## config.mk

```make
export PLATFORM = sky130hd
export DESIGN_NAME = riscv_mc_controller_hs
export DESIGN_NICKNAME = d
export VERILOG_FILES = /design/src/rtl/riscv_mc_controller_hs.sv
export SDC_FILE = /design/constraint.sdc
export NUM_CORES = 1
export LEC_CHECK = 0
export ABC_AREA = 1
export ABC_CLOCK_PERIOD_IN_PS = 1780
export CORE_ASPECT_RATIO = 0.8
export CORE_MARGIN = 2
export CORE_UTILIZATION = 50
export DETAILED_ROUTE_END_ITERATION = 10
export PLACE_DENSITY = 0.84
export RECOVER_POWER = 100
export SYNTH_ARGS = -nofsm -noshare
export SYNTH_HDL_FRONTEND = slang
export SYNTH_SLANG_ARGS = --single-unit
```

## constraint.sdc

```tcl
create_clock -name clk -period 1.78 [get_ports clk]
set_input_delay 0.356 -clock clk [delete_from_list [all_inputs] [get_ports clk]]
set_output_delay 0.356 -clock clk [all_outputs]
set_load 0.02 [all_outputs]
```

## src/rtl/riscv_mc_controller_hs.sv

```systemverilog
// rtl/riscv_mc_controller_hs.sv - multicycle RISC-V control FSM with memory wait-state handshake
// Drives the shared-memory datapath; traps on illegal op/func3 or memory timeout, counts retirements.
module riscv_mc_controller_hs #(
    parameter int MEM_HANDSHAKE = 1,
    parameter int MAX_WAIT      = 16,
    parameter int CNT_W         = 32
) (
    input  logic             clk,
    input  logic             rst,
    input  logic [6:0]       op,
    input  logic [2:0]       func3,
    input  logic             func7,
    input  logic             zero,
    input  logic             neg,
    input  logic             mem_ready,
    output logic             mem_req,
    output logic             PCWrite,
    output logic             adrSrc,
    output logic             memWrite,
    output logic             IRWrite,
    output logic             regWrite,
    output logic [1:0]       resultSrc,
    output logic [1:0]       ALUSrcA,
    output logic [1:0]       ALUSrcB,
    output logic [2:0]       immSrc,
    output logic [2:0]       ALUControl,
    output logic             retire,
    output logic [CNT_W-1:0] instret,
    output logic             trap,
    output logic [1:0]       trap_cause
);

    localparam int WAIT_W = (MAX_WAIT < 2) ? 1 : $clog2(MAX_WAIT);

    localparam logic [6:0] OP_LOAD   = 7'b0000011;
    localparam logic [6:0] OP_STORE  = 7'b0100011;
    localparam logic [6:0] OP_RTYPE  = 7'b0110011;
    localparam logic [6:0] OP_ITYPE  = 7'b0010011;
    localparam logic [6:0] OP_BRANCH = 7'b1100011;
    localparam logic [6:0] OP_JAL    = 7'b1101111;
    localparam logic [6:0] OP_JALR   = 7'b1100111;
    localparam logic [6:0] OP_LUI    = 7'b0110111;

    typedef enum logic [3:0] {
        S_IDLE, S_FETCH, S_DECODE, S_MEMADR, S_MEMREAD, S_MEMWB, S_MEMWRITE, S_EXER,
        S_EXEI, S_ALUWB, S_BRANCH, S_JAL, S_JALR, S_JALR2, S_LUI, S_TRAP
    } state_t;

    state_t              r_state;
    state_t              w_next;
    logic [WAIT_W-1:0]   r_wait;
    logic [CNT_W-1:0]    r_instret;
    logic                r_trap;
    logic [1:0]          r_cause;

    logic                w_done;
    logic                w_mem_state;
    logic                w_timeout;
    logic                w_trap_req;
    logic [1:0]          w_trap_code;
    logic                w_f3_ok;
    logic [2:0]          w_alu_i;
    logic [2:0]          w_alu_r;
    logic                w_br_ok;
    logic                w_taken;

    assign w_done      = (MEM_HANDSHAKE == 0) ? 1'b1 : mem_ready;
    assign w_mem_state = (r_state == S_FETCH) || (r_state == S_MEMREAD) || (r_state == S_MEMWRITE);
    assign w_timeout   = w_mem_state && !w_done && (r_wait == WAIT_W'(MAX_WAIT - 1));

    assign instret    = r_instret;
    assign trap       = r_trap;
    assign trap_cause = r_cause;

    // shared ALU decode for EXER/EXEI; only register ops turn add into sub
    always_comb begin
        w_f3_ok = 1'b1;
        w_alu_i = 3'b000;
        case (func3)
            3'b000:  w_alu_i = 3'b000;
            3'b111:  w_alu_i = 3'b010;
            3'b110:  w_alu_i = 3'b011;
            3'b100:  w_alu_i = 3'b100;
            3'b010:  w_alu_i = 3'b101;
            3'b011:  w_alu_i = 3'b110;
            default: w_f3_ok = 1'b0;
        endcase
        w_alu_r = ((func3 == 3'b000) && func7) ? 3'b001 : w_alu_i;
    end

    always_comb begin
        w_br_ok = 1'b1;
        w_taken = 1'b0;
        case (func3)
            3'b000:  w_taken = zero;
            3'b001:  w_taken = ~zero;
            3'b100:  w_taken = neg;
            3'b101:  w_taken = ~neg;
            default: w_br_ok = 1'b0;
        endcase
    end

    always_comb begin
        mem_req     = 1'b0;
        PCWrite     = 1'b0;
        adrSrc      = 1'b0;
        memWrite    = 1'b0;
        IRWrite     = 1'b0;
        regWrite    = 1'b0;
        resultSrc   = 2'b00;
        ALUSrcA     = 2'b00;
        ALUSrcB     = 2'b00;
        immSrc      = 3'b000;
        ALUControl  = 3'b000;
        retire      = 1'b0;
        w_next      = r_state;
        w_trap_req  = 1'b0;
        w_trap_code = 2'b00;
        case (r_state)
            S_IDLE: w_next = S_FETCH;
            S_FETCH: begin
                mem_req   = 1'b1;
                ALUSrcB   = 2'b10;
                resultSrc = 2'b10;
                IRWrite   = w_done;
                PCWrite   = w_done;
                if (w_done) w_next = S_DECODE;
            end
            S_DECODE: begin
                ALUSrcA = 2'b01;
                ALUSrcB = 2'b01;
                immSrc  = 3'b010;
                case (op)
                    OP_LOAD, OP_STORE: w_next = S_MEMADR;
                    OP_RTYPE:          w_next = S_EXER;
                    OP_ITYPE:          w_next = S_EXEI;
                    OP_BRANCH:         w_next = S_BRANCH;
                    OP_JAL:            w_next = S_JAL;
                    OP_JALR:           w_next = S_JALR;
                    OP_LUI:            w_next = S_LUI;
                    default: begin
                        w_trap_req  = 1'b1;
                        w_trap_code = 2'b01;
                    end
                endcase
            end
            S_MEMADR: begin
                ALUSrcA = 2'b10;
                ALUSrcB = 2'b01;
                immSrc  = (op == OP_LOAD) ? 3'b000 : 3'b001;
                w_next  = (op == OP_LOAD) ? S_MEMREAD : S_MEMWRITE;
            end
            S_MEMREAD: begin
                mem_req = 1'b1;
                adrSrc  = 1'b1;
                if (w_done) w_next = S_MEMWB;
            end
            S_MEMWB: begin
                resultSrc = 2'b01;
                regWrite  = 1'b1;
                retire    = 1'b1;
                w_next    = S_FETCH;
            end
            S_MEMWRITE: begin
                mem_req  = 1'b1;
                adrSrc   = 1'b1;
                memWrite = 1'b1;
                retire   = w_done;
                if (w_done) w_next = S_FETCH;
            end
            S_EXER, S_EXEI: begin
                ALUSrcA    = 2'b10;
                ALUSrcB    = (r_state == S_EXEI) ? 2'b01 : 2'b00;
                ALUControl = (r_state == S_EXEI) ? w_alu_i : w_alu_r;
                w_next     = S_ALUWB;
                if (!w_f3_ok) begin
                    w_trap_req  = 1'b1;
                    w_trap_code = 2'b10;
                end
            end
            S_ALUWB: begin
                regWrite = 1'b1;
                retire   = 1'b1;
                w_next   = S_FETCH;
            end
            S_BRANCH: begin
                ALUSrcA    = 2'b10;
                ALUControl = 3'b001;
                if (w_br_ok) begin
                    PCWrite = w_taken;
                    retire  = 1'b1;
                    w_next  = S_FETCH;
                end else begin
                    w_trap_req  = 1'b1;
                    w_trap_code = 2'b10;
                end
            end
            S_JAL: begin
                ALUSrcA = 2'b01;
                ALUSrcB = 2'b10;
                PCWrite = 1'b1;
                w_next  = S_ALUWB;
            end
            S_JALR: begin
                ALUSrcA = 2'b10;
                ALUSrcB = 2'b01;
                w_next  = S_JALR2;
                if (func3 != 3'b000) begin
                    w_trap_req  = 1'b1;
                    w_trap_code = 2'b10;
                end
            end
            S_JALR2: begin
                ALUSrcA = 2'b01;
                ALUSrcB = 2'b10;
                PCWrite = 1'b1;
                w_next  = S_ALUWB;
            end
            S_LUI: begin
                immSrc    = 3'b100;
                resultSrc = 2'b11;
                regWrite  = 1'b1;
                retire    = 1'b1;
                w_next    = S_FETCH;
            end
            default: w_next = S_TRAP;
        endcase
        // a timed-out access abandons the instruction without any architectural write
        if (w_timeout) begin
            w_trap_req  = 1'b1;
            w_trap_code = 2'b11;
            IRWrite     = 1'b0;
            PCWrite     = 1'b0;
            regWrite    = 1'b0;
            retire      = 1'b0;
        end
    end

    always_ff @(posedge clk or negedge rst) begin
        if (!rst) begin
            r_state   <= S_IDLE;
            r_wait    <= '0;
            r_instret <= '0;
            r_trap    <= 1'b0;
            r_cause   <= 2'b00;
        end else begin
            r_wait <= (w_mem_state && !w_done && !w_timeout) ? r_wait + WAIT_W'(1) : '0;
            if (retire) r_instret <= r_instret + CNT_W'(1);
            if (w_trap_req) begin
                r_state <= S_TRAP;
                r_trap  <= 1'b1;
                r_cause <= w_trap_code;
            end else begin
                r_state <= w_next;
            end
        end
    end

endmodule

```

* Word-level counts from Yosys, hierarchy flattened
Cells that the tools add are included.
** Storage, ports and cells
- Register bits after elaboration :: 43
- Bits in latches :: 0
- Memory bits (writable) :: 0
- ROM bits :: 0
- Input bits :: 16
- Output and inout bits :: 54
- Logic and storage cells :: 118
- Memories :: 0
** Operators by class
- Add/subtract/negate cells :: 2
- Multipliers :: 0
- Divide/modulo/power cells :: 0
- $lt $le $gt $ge :: 0
- Eq/ne operators :: 35
- Shift-type cells :: 0
- Mux-type cells :: 47
- Bitwise gates (word level) :: 2
- Reductions and logical operators :: 27
** Operator list (number)
- one-hot mux 4 bit (9 select lines) :: 1
- adder 32 x 1 -> 32 bit, second input constant :: 1
- == test 4 bit, second input constant :: 8
- one-hot mux 4 bit (7 select lines) :: 1
- two-way mux 4 bit :: 6
- == test 7 x 6 -> 1 bit, second input constant :: 3
- == test 7 bit, second input constant :: 3
- two-way mux 1 bit :: 21
- == test 4 x 3 -> 1 bit, second input constant :: 4
- one-hot mux 3 bit (5 select lines) :: 1
- OR reduction 3 bit :: 5
- == test 3 bit, second input constant :: 4
- != test 3 bit, second input constant :: 4
- one-hot mux 2 bit (3 select lines) :: 2
- OR reduction 4 bit :: 3
- two-way mux 2 bit :: 5
- != test 9 bit, second input constant :: 1
- one-hot mux 3 bit (3 select lines) :: 1
- == test 4 x 2 -> 1 bit, second input constant :: 2
- one-hot mux 1 bit (4 select lines) :: 2
- one-hot mux 2 bit (4 select lines) :: 1
- OR reduction 2 bit :: 4
- OR reduction 8 bit :: 1
- == test 7 x 2 -> 1 bit, second input constant :: 1
- 19 further kinds :: 28

* Longest topological paths before layout
- Depth in word-level cells :: 8
- Gate-level depth with buffers :: 12
- Depth with buffers taken out :: 11

* Least setup slack after synthesis
OpenSTA, ideal clock, no wires.
- Path type :: flip-flop to output port
- Start :: reg r_state[0]
- End :: out retire
- Arrival :: 1.477 ns
- Data required time :: 1.424 ns
- Slack :: -0.053 ns
- Stages on the path, launching flop included :: 10
- Buffers on the path :: 2
- Cells stage by stage :: dfrtp_1 inv_2 nand2_2 nor2_2 inv_2 nand2_2 nor2_2 nand2_2 buf_6 buf_2
** Between the ends
- Cells in the longest elaborated chain, start to end :: 6
** RTL lines
- start, declared :: line 49 : state_t r_state;
- start signal, assigned :: line 254 : r_state <= w_next;
- branches (longest 5 deep; another with == test 4 bit)
- two-way mux 1 bit (*) :: line 229 : if (w_timeout) begin
- end, declared :: line 27 : output logic retire,
Mark *: on every way between the ends.

* Worst setup path after layout
- Start :: reg r_state[0]
- End :: out ALUControl[0]
** Between the ends
- Cells in the longest elaborated chain, start to end :: 3
** RTL lines
- == test 4 bit / == test 4 x 3 -> 1 bit (equally long branches) :: line 119, 174
- two-way mux 3 bit / OR reduction 2 bit (equally long branches) :: line 174, 119
- one-hot mux 3 bit (2 select lines) (*) :: line 119 : case (r_state)
- end, declared :: line 26 : output logic [2:0] ALUControl,
Every way passes the cells marked *; elsewhere a longest branch is shown, timed or not.

==> results <==
-- placed cells by master (no fill, tap or decap), drive strengths merged --
cell type	netlist	routed
a21boi	4	4
a21oi	5	5
a41oi	1	1
and3	1	1
buf	4	95
bufbuf	0	1
clkbuf	0	19
clkdlybuf4s15	0	1
clkdlybuf4s50	0	33
dfrtp	43	43
dlygate4sd2	0	1
dlygate4sd3	0	1
dlymetal6s2s	0	6
ha	2	2
inv	66	67
mux2	1	1
nand2	158	158
nand3	26	26
nand3b	1	1
nand4	10	10
nor2	70	70
nor3	14	14
o211ai	1	1
o21ai	18	18
o21bai	1	1
o22ai	1	1
or2	1	1
xnor2	11	11
xor2	11	11
-- cells by family after synthesis --
kind of cell	synth area share (%)
AND/OR/NAND/NOR	39.9
buffers and inverters	9.68
flip-flops	36.7
AO/OA/AOI/OAI	5.97
XOR/XNOR	6.56
adder cells (fa/ha/maj)	0.852
multiplexers	0.384
-- routing by layer --
layer  global-route usage [%]  up-vias  wire, µm  part of all wire (%)
li1                         -     1700         -                     -
met1                     42.7     1833      4430                    37
met2                     49.8      351      5490                    46
met3                     4.89      107      1350                    11
met4                     8.62        0       684                   5.7
met5                        0        -         0                     0
-- registers in the layout, summed over array words and instances (netlist names) --
| signal | count |
|---|---|
| instret | 32 |
| r_state | 4 |
| r_wait | 4 |
| trap | 1 |
| trap_cause | 2 |
-- worst register-to-register path: cells and delay by family (launching register included) --
family	cells	cell delay [ns]
and+or+nand+nor	9	0.71
DFF	1	0.46
buffers and inverters	5	0.67
-- report_power, final --
part	internal [µW]	total [µW]	switching [µW]	leakage, µW
sequential	1160	1380	222	0.000555
combinational	1920	4130	2210	0.00174
clock	262	588	326	0.0000371
-- what timing repair did --
item | 4_1_cts | 5_1_grt
setup buffers | 11 | 17
endpoints found under the hold margin | 2 | 0
gates resized for setup | 127 | 91
endpoints found under the setup margin | 51 | 61
hold buffers | 1 | 0
gates cloned | 1 | 0
pin swaps | 7 | 23
-- layout make-up --
class	instances	area, µm²	area share (%)
Clock buffer	6	72.6	1.55
Inverter	67	254	5.41
Multi-Input combinational cell	337	1840	39.2
Sequential cell	43	1080	23.0
Tap cell	78	97.6	2.08
Timing Repair Buffer	151	1350	28.7
-- how the worst max path moves through the flow --
stage	to	depth (start not counted)	startpoint	slack [ns]
after CTS	retire	8	r_state[2]$_DFFE_PN0P_	-0.17
final	ALUControl[0]	8	r_state[0]$_DFFE_PN0P_	-0.19
after floorplan	retire	9	r_state[0]$_DFFE_PN0P_	0.02
after global placement	PCWrite	6	func3[2]	-0.61
after global routing	r_state[0]$_DFFE_PN0P_	14	r_state[0]$_DFFE_PN0P_	-0.25
after detailed placement	PCWrite	6	func3[2]	-0.64
-- metrics by stage --
step           hold WS [ns]  area, µm²  total power [µW]
6_report              0.414       4700              6100
5_1_grt               0.456       4700              6350
4_1_cts               0.402       4390              5240
3_5_place_dp          0.163       4100              4240
3_3_place_gp          0.156       4100              4160
2_1_floorplan        0.0604       2940              2850
==> reports/results.txt <==
Worst path slowest cell - dfrtp_2
dominant synthesized flop cell - dfrtp_1
area share of the largest cell type after synthesis - 36.7%
DIE AREA - 0.00650 mm²
Worst-path clk slew - 0.08 ns
worst-margin pin slew - 0.596 ns
initial core utilization - 52.8%
Final WS setup - -0.193 ns
via count - 3,991
r2r setup slk - -0.16 ns
Final Skew - 0.0102 ns
largest net degree at the start of global routing - 23
clock root buffer - clkbuf_8
post-DR vias/cell - 5.85
Crit Path Category - reg2out
Yosys reg bits - 43
violated checks - setup timing
worst r2r dst - r_state[0]$_DFFE_PN0P_
Max Cap Viol - 0
WL/cell - 17.5 µm
Period minus WS final - 1.97 ns
post-synth top area cell - dfrtp_1
Peak supply drop - 0.000824 V
leakage dissipation - 0.00233 µW
r2r startpoint - r_state[0]$_DFFE_PN0P_
max incr delay on CP - 0.46 ns
WP buf/inv - 4
initial antenna violation count - 0
# setup viols final - 31
port bufs - 69
Async S/R FF share, synth - 100%
CP cell instances - inv_4 > nand2_2 > inv_2 > nand2_2 > buf_6 > a41oi_2 > o21ai_1 > buf_4
DRC - 0
TritonCTS Buffers - 5
status - complete, but fails checks
fin cells - 682
share of layout cells above drive strength 1 - 29.1%
global placer's final weighted congestion - 0.960
Required @ worst endpoint - 1.42 ns
Seq/Total Area, Yosys - 36.7%
R2R cell count - 14
vias in the first global route - 3,353
core area - 0.00556 mm²
Post-Route WL - 11,900 µm
FP Rows - 24
1st-iter DRT viols - 658
Max-slew headroom - 60.3%
Crit. End Element - output port
IO Pins - 70
# diodes - 0
Hold Fails Final Rpt - 0
die width - 89.7 µm
Cell Pwr Density - 1300 mW/mm²
final-layout fill cell count - 309
synth unique cells - 29
max-slew violations - 0
EDFF count, synth - 0
Syn Nets - 469
Clock Path Buffers - 2
first-pass GRT wire length - 15,500 µm
end-of-flow core utilization - 84.5%
worst path arrival time - 1.62 ns
CP most frequent cell - nand2_2
CTS tree - yes
Mapped Area - 0.00294 mm²
CP Launch Type - flip-flop
GRT overflow - 0
nets@finish - 623
Crit Path Max Fanout - 4
clk sinks - 43
Final Cycle Share - 111%
Min-Delay Path Class - in2async
placed cells - 647
pre-CTS setup slack - -0.643 ns
CTS H-tree depth - 2
kind of cell adding the most delay to the critical path - buffers and inverters
cells after synthesis - 451
TNS Setup - -3.19 ns
Synth area leaders - dfrtp_1 (37%), nand2_1 (20%), nor2_1 (8.3%)
HPWL after detailed placement - 6900 µm
worst skew pair latency - 0.30 ns
unrepaired setup endpoints after global routing - true
Syn Area/Cell - 6.51 µm²
most numerous cell in the Yosys netlist - nand2_1
Area growth, synth to finish - 60.0%
Routed Antenna Nets - 0
overall die height - 72.5 µm
Yosys warning total - 0
GRT Overall Usage - 30.8%
Max Freq - 507 MHz
drt pass-1 iters - 9
Post-synth top cells - nand2_1 (154), nor2_1 (65), inv_1 (63), dfrtp_1 (43), nand3_1 (24)
No activity file was read; power rests on OpenSTA's default activity.
